$ cat config.mk
export PLATFORM = sky130hd
export DESIGN_NAME = picomips_host_flat
export DESIGN_NICKNAME = d
export VERILOG_FILES = /design/src/rtl/picomips_host_pkg.sv /design/src/rtl/picomips_host_if.sv /design/src/rtl/picomips_host_hold_timer.sv /design/src/rtl/picomips_host.sv /design/src/flat_wrapper.sv
export SDC_FILE = /design/constraint.sdc
export NUM_CORES = 1
export LEC_CHECK = 0
export CELL_PAD_IN_SITES_DETAIL_PLACEMENT = 1
export CELL_PAD_IN_SITES_GLOBAL_PLACEMENT = 2
export CORE_ASPECT_RATIO = 0.6
export CORE_MARGIN = 5
export CORE_UTILIZATION = 32
export CTS_CLUSTER_SIZE = 25
export DETAILED_ROUTE_END_ITERATION = 8
export PLACE_DENSITY_LB_ADDON = 0.1
export SLEW_MARGIN = 5
export SYNTH_ARGS = -nofsm -noshare
export SYNTH_HDL_FRONTEND = slang
export SYNTH_SLANG_ARGS = --single-unit
$ cat constraint.sdc
create_clock -name Clock -period 1.8 [get_ports Clock]
set_input_delay 0.27 -clock Clock [delete_from_list [all_inputs] [get_ports Clock]]
set_output_delay 0.27 -clock Clock [all_outputs]
set_load 0.02 [all_outputs]
$ cat src/rtl/picomips_host_pkg.sv
// rtl/picomips_host_pkg.sv - shared types and constants for the picoMips switch-interface host
package picomips_host_pkg;

  localparam int MIN_HOLD = 48;
  localparam int SW_RST   = 9;
  localparam int SW_STB   = 8;

  typedef enum logic [2:0] {
    IDLE,
    SETUP,
    X_HI,
    X_LO,
    Y_HI,
    RX_LO,
    RY_HI,
    FIN_LO
  } host_state_t;

  function automatic host_state_t next_phase(input host_state_t s);
    case (s)
      X_HI:    return X_LO;
      X_LO:    return Y_HI;
      Y_HI:    return RX_LO;
      RX_LO:   return RY_HI;
      RY_HI:   return FIN_LO;
      default: return IDLE;
    endcase
  endfunction

  function automatic logic strobe_level(input host_state_t s);
    return (s == X_HI) || (s == Y_HI) || (s == RY_HI);
  endfunction

endpackage

$ cat src/rtl/picomips_host_if.sv
// rtl/picomips_host_if.sv - request port plus processor SW/LED pins of the host sequencer
interface picomips_host_if;
  logic       start;
  logic       abort;
  logic [7:0] x_in;
  logic [7:0] y_in;
  logic       busy;
  logic       done;
  logic [7:0] x_out;
  logic [7:0] y_out;
  logic [9:0] sw_out;
  logic [7:0] led_in;

  modport master (
    output start, abort, x_in, y_in, led_in,
    input  busy, done, x_out, y_out, sw_out
  );

  modport slave (
    input  start, abort, x_in, y_in, led_in,
    output busy, done, x_out, y_out, sw_out
  );
endinterface

$ cat src/rtl/picomips_host_hold_timer.sv
// rtl/picomips_host_hold_timer.sv - loadable down-counter pacing each SW8 phase
// expired_o pulses in the cycle the count sits at 0, so a phase started by load lasts HOLD cycles.
module hold_timer #(
  parameter int HOLD = 64
) (
  input  logic clk,
  input  logic rst_n,
  input  logic load_i,
  input  logic clear_i,
  output logic expired_o
);
  localparam int CW = $clog2(HOLD);

  logic [CW-1:0] cnt_q, cnt_d;
  logic          expired_q, expired_d;

  always_comb begin
    cnt_d     = cnt_q;
    expired_d = 1'b0;
    if (clear_i) begin
      cnt_d = '0;
    end else if (load_i) begin
      cnt_d = CW'(HOLD - 1);
    end else if (cnt_q != '0) begin
      cnt_d     = cnt_q - CW'(1);
      expired_d = (cnt_q == CW'(1));
    end
  end

  always_ff @(posedge clk or negedge rst_n) begin
    if (!rst_n) begin
      cnt_q     <= '0;
      expired_q <= 1'b0;
    end else begin
      cnt_q     <= cnt_d;
      expired_q <= expired_d;
    end
  end

  assign expired_o = expired_q;
endmodule

$ cat src/rtl/picomips_host.sv
// rtl/picomips_host.sv - turns one (x, y) request into the SW8 handshake and captures results from LED
module picomips_host
  import picomips_host_pkg::*;
#(
  parameter int HOLD = 64
) (
  input logic            Clock,
  input logic            nReset,
  picomips_host_if.slave bus
);

  if (HOLD < MIN_HOLD) begin : g_hold_too_short
    $error("picomips_host: HOLD below MIN_HOLD");
  end

  host_state_t state_q, state_d;
  logic [7:0]  x_q, x_d, y_q, y_d;
  logic [7:0]  x_out_q, x_out_d, y_out_q, y_out_d;
  logic [7:0]  data_q, data_d;
  logic        busy_q, busy_d, done_q, done_d;
  logic        stb_q, stb_d, prst_q, prst_d;
  logic        tmr_load, tmr_clear, tmr_expired;

  hold_timer #(.HOLD(HOLD)) u_hold (
    .clk      (Clock),
    .rst_n    (nReset),
    .load_i   (tmr_load),
    .clear_i  (tmr_clear),
    .expired_o(tmr_expired)
  );

  always_comb begin
    state_d   = state_q;
    x_d       = x_q;
    y_d       = y_q;
    x_out_d   = x_out_q;
    y_out_d   = y_out_q;
    data_d    = data_q;
    busy_d    = busy_q;
    done_d    = 1'b0;
    prst_d    = 1'b1;
    tmr_load  = 1'b0;
    tmr_clear = 1'b0;

    if (bus.abort) begin
      // Abort always resynchronises the processor; outside IDLE it also drops the transaction.
      prst_d = 1'b0;
      if (state_q != IDLE) begin
        state_d   = IDLE;
        busy_d    = 1'b0;
        data_d    = 8'h00;
        tmr_clear = 1'b1;
      end
    end else begin
      case (state_q)
        IDLE: begin
          if (bus.start) begin
            x_d     = bus.x_in;
            y_d     = bus.y_in;
            busy_d  = 1'b1;
            state_d = SETUP;
          end
        end
        SETUP: begin
          state_d  = X_HI;
          tmr_load = 1'b1;
        end
        default: begin
          if (tmr_expired) begin
            if (state_q == RX_LO) x_out_d = bus.led_in;
            if (state_q == RY_HI) y_out_d = bus.led_in;
            if (state_q == FIN_LO) begin
              state_d = IDLE;
              busy_d  = 1'b0;
              done_d  = 1'b1;
            end else begin
              state_d  = next_phase(state_q);
              tmr_load = 1'b1;
            end
          end
        end
      endcase
    end

    // SW pins are derived from the next state so the registered pins line up with the phase.
    if (state_d == SETUP || state_d == X_HI) begin
      data_d = x_d;
    end else if (state_d != IDLE) begin
      data_d = y_q;
    end
    stb_d = strobe_level(state_d);
  end

  always_ff @(posedge Clock or negedge nReset) begin
    if (!nReset) begin
      state_q <= IDLE;
      x_q     <= 8'h00;
      y_q     <= 8'h00;
      x_out_q <= 8'h00;
      y_out_q <= 8'h00;
      data_q  <= 8'h00;
      busy_q  <= 1'b0;
      done_q  <= 1'b0;
      stb_q   <= 1'b0;
      prst_q  <= 1'b0;
    end else begin
      state_q <= state_d;
      x_q     <= x_d;
      y_q     <= y_d;
      x_out_q <= x_out_d;
      y_out_q <= y_out_d;
      data_q  <= data_d;
      busy_q  <= busy_d;
      done_q  <= done_d;
      stb_q   <= stb_d;
      prst_q  <= prst_d;
    end
  end

  assign bus.sw_out[SW_RST]  = prst_q;
  assign bus.sw_out[SW_STB]  = stb_q;
  assign bus.sw_out[7:0]     = data_q;
  assign bus.busy            = busy_q;
  assign bus.done            = done_q;
  assign bus.x_out           = x_out_q;
  assign bus.y_out           = y_out_q;

endmodule

$ cat src/flat_wrapper.sv
// flat-port wrapper written by rule: the top's interface ports become plain ports
module picomips_host_flat import picomips_host_pkg::*;
#(
  parameter int HOLD = 64
)
  (Clock, nReset, bus_start, bus_abort, bus_x_in, bus_y_in, bus_led_in, bus_busy, bus_done, bus_x_out, bus_y_out, bus_sw_out);
  picomips_host_if bus_i ();
  input logic Clock;
  input logic nReset;
  input wire logic [$bits(bus_i.start)-1:0] bus_start;
  input wire logic [$bits(bus_i.abort)-1:0] bus_abort;
  input wire logic [$bits(bus_i.x_in)-1:0] bus_x_in;
  input wire logic [$bits(bus_i.y_in)-1:0] bus_y_in;
  input wire logic [$bits(bus_i.led_in)-1:0] bus_led_in;
  output wire logic [$bits(bus_i.busy)-1:0] bus_busy;
  output wire logic [$bits(bus_i.done)-1:0] bus_done;
  output wire logic [$bits(bus_i.x_out)-1:0] bus_x_out;
  output wire logic [$bits(bus_i.y_out)-1:0] bus_y_out;
  output wire logic [$bits(bus_i.sw_out)-1:0] bus_sw_out;
  assign bus_i.start = bus_start;
  assign bus_i.abort = bus_abort;
  assign bus_i.x_in = bus_x_in;
  assign bus_i.y_in = bus_y_in;
  assign bus_i.led_in = bus_led_in;
  assign bus_busy = bus_i.busy;
  assign bus_done = bus_i.done;
  assign bus_x_out = bus_i.x_out;
  assign bus_y_out = bus_i.y_out;
  assign bus_sw_out = bus_i.sw_out;
  picomips_host #(.HOLD(HOLD)) u_core (.Clock(Clock), .nReset(nReset), .bus(bus_i));
endmodule
==> results.toml <==
[synth]
synth-edff-count = 0
yosys_warnings = 0
yosysUniqueCellTypes = 38
syn_area_per_cell_um2 = 12.7
yosysMostFrequentCell = "dfrtp_1"
ys_seq_area_frac = 0.567
synthTopCellsByCount = "54 x dfrtp_1, 25 x mux2_2, 19 x inv_1"
synth_fp_nets = 219
synth_area_um2 = 2380
syn_inst = 188
synthTopCellsByArea = "dfrtp_1 57%, mux2_2 12%, mux2i_1 3.4%, inv_1 3.0%, o221ai_1 2.9%"
synth_top_area_share = 0.567
ys.flop_type = "dfrtp_1"
async_flop_share = 1.00
ys_ff_latch = 54
post-synth-top-area-cell = "dfrtp_1"

[floorplanning]
io_pins = 56
dieArea_um2 = 9340
die-width_um = 121
fp-row-count = 24
start_util = 0.328
die_height_um = 76.9
core_um2 = 7270

[setup_path]
critPathLaunchType = "flop"
crit_fanout = 17
crit_arrival_ps = 1840
r2r_start = "u_core.state_q[2]"
r2r_end = "u_core.data_q[1]"
critPathKind = "flop to flop"
crit_required_ps = 1950
r2r_setup_slack_ps = 110
critical_path.endpoint_type = "flop"
ff2ff_path_depth = 5

[timing]
fin_skew_ps = 9.99
clock.fmax_mhz = 592
min_period_over_period = 0.938
hold_viol_final = 0
tightest_slew_ps = 437
setup_viol = 0
max_slew_margin = 0.709
rsz0062_at_grt = "no"
final_max_slew_viol_count = 0
finalCriticalPeriod_ps = 1690

[cts]
cts_made_buffers = 5
cts_root_buffer = "clkbuf_16"
h-tree-depth = 2
clk_latency_ps = 290
cts_tree = "built"
clock_sinks = 54
clockBufferDepth = 2
cts_setup_buffers = 0
clk_pin_slew_worst_paths_ps = 70

[grt]
overflow = 0
grt_pass1_vias = 1845
grt_pass1_wl_um = 9740
grt_max_degree = 55
track_usage = 0.132
antenna_found_initial = 0

[placed_design]
place_area_um2 = 3160
dp_hpwl_um = 4290
port_buffers = 55
gp_congestion = 0.724

[pwr]
total_power_mw = 3.83
leakagePower_nw = 1.54
p_per_area_nw_per_um2 = 1140
ir_drop_mv = 0.399

[routing]
antenna_left = 0
drt_iter0_drc = 90
wl_um = 5930
drc = 0
drt-vias-per-instance = 4.61
first_pass_iters = 4
wire_per_inst_um = 16.2
via_count = 1686

[finish]
area_growth_pct = 41.0
final_cell_area_um2 = 3360
nets = 292
num_antenna_cells = 0
drive_above_1_share = 0.240
finish.utilization = 0.463

[hold_path]
min_path_type = "flop to flop"
min_path_cells = 2
hp-start = "u_core.x_q[0]"
hold_end = "u_core.x_q[0]"

[run]
drv_cap = 0

[run_status]
status = "finished clean"
==> worst max path at each step <==
stage                               end         startpoint  slack, ps  cells past startpoint
floorplan              u_core.data_q[0]  u_core.state_q[0]        280                      3
global placement    u_core.bus.x_out[6]          bus_abort          6                      5
detailed placement     u_core.data_q[1]          bus_start        -60                      6
CTS                    u_core.data_q[1]  u_core.state_q[2]         80                      5
global route           u_core.data_q[7]  u_core.state_q[2]         30                      5
finish                 u_core.data_q[1]  u_core.state_q[2]        110                      5
==> logic make-up after synthesis <==
| group | count (synthesis) | share of synthesized area |
|---|---|---|
| compound gates | 29 | 0.0929 |
| flops | 54 | 0.567 |
| mux | 33 | 0.152 |
| fa+ha+maj | 3 | 0.0157 |
| buf+inv | 28 | 0.0577 |
| xor+xnor | 7 | 0.0257 |
| simple gates | 34 | 0.0897 |
==> layout by cell type, fill, tap and decap left out, drive strengths merged, types with 2 or more instances in the layout <==
| cell type | n |
|---|---|
| nand2 | 15 |
| buf | 19 |
| ha | 3 |
| nor2 | 5 |
| mux2 | 25 |
| bufinv | 2 |
| xor2 | 4 |
| a21oi | 8 |
| inv | 20 |
| nor3 | 3 |
| nor4 | 2 |
| o211ai | 2 |
| clkdlybuf4s50 | 54 |
| xnor2 | 3 |
| o221ai | 8 |
| dfrtp | 54 |
| nand2b | 2 |
| mux2i | 8 |
| clkbuf | 5 |
| o21ai | 3 |
==> per-layer routing <==
metal / global-route usage / up-vias / wire length [um]
li1: - / 797 / -
met1: 0.199 / 846 / 3110
met2: 0.176 / 38 / 2350
met3: 0.0493 / 5 / 415
met4: 0.0336 / 0 / 47
met5: 0 / - / 0
==> state kept, by name, indices dropped and copies added (netlist names) <==
name / flops
u_core.prst_q: 1
u_core.stb_q: 1
u_core.state_q: 3
u_core.bus.busy: 1
u_core.bus.x_out: 8
u_core.x_q: 8
u_core.bus.y_out: 8
u_core.bus.done: 1
u_core.y_q: 8
u_core.u_hold.expired_o: 1
u_core.data_q: 8
u_core.u_hold.cnt_q: 6
==> cell type report <==
class	instances	area, um2
timing repair buffer	74	716
tap	104	130
clock inverter	3	68.8
sequential	54	1350
clock buffer	5	125
inverter	20	75.1
multi-input combinational	106	896
fill	790	3910
==> worst max-delay path, stage by stage (launching register included) <==
cell,delay (ps)
dfrtp_1,540
nor3_1,330
nand2_2,110
buf_12,180
mux2i_1,230
o221ai_1,170
==> stage by stage <==
step / setup WS (ps) / TNS, ps / instances / hold slack (ps)
after floorplan: 283 / 0 / 188 / -25.6
after global placement: 5.98 / 0 / 357 / 292
after detailed placement: -61.5 / -91.7 / 357 / 291
after CTS: 84.6 / 0 / 366 / 500
after global routing: 33.5 / 0 / 366 / 524
final: 112 / 0 / 366 / 495
==> power breakdown <==
group	switching [mW]	internal, mW
sequential	0.170	1.45
combinational	0.469	0.506
clock	0.437	0.799
total	1.08	2.76
==> repair_timing <==
item / in CTS / in global routing
gates resized for setup: 0 / 0
hold buffers: 1 / 0
endpoints found under the hold margin: 54 / 0
No activity file was read; power rests on OpenSTA's default activity.
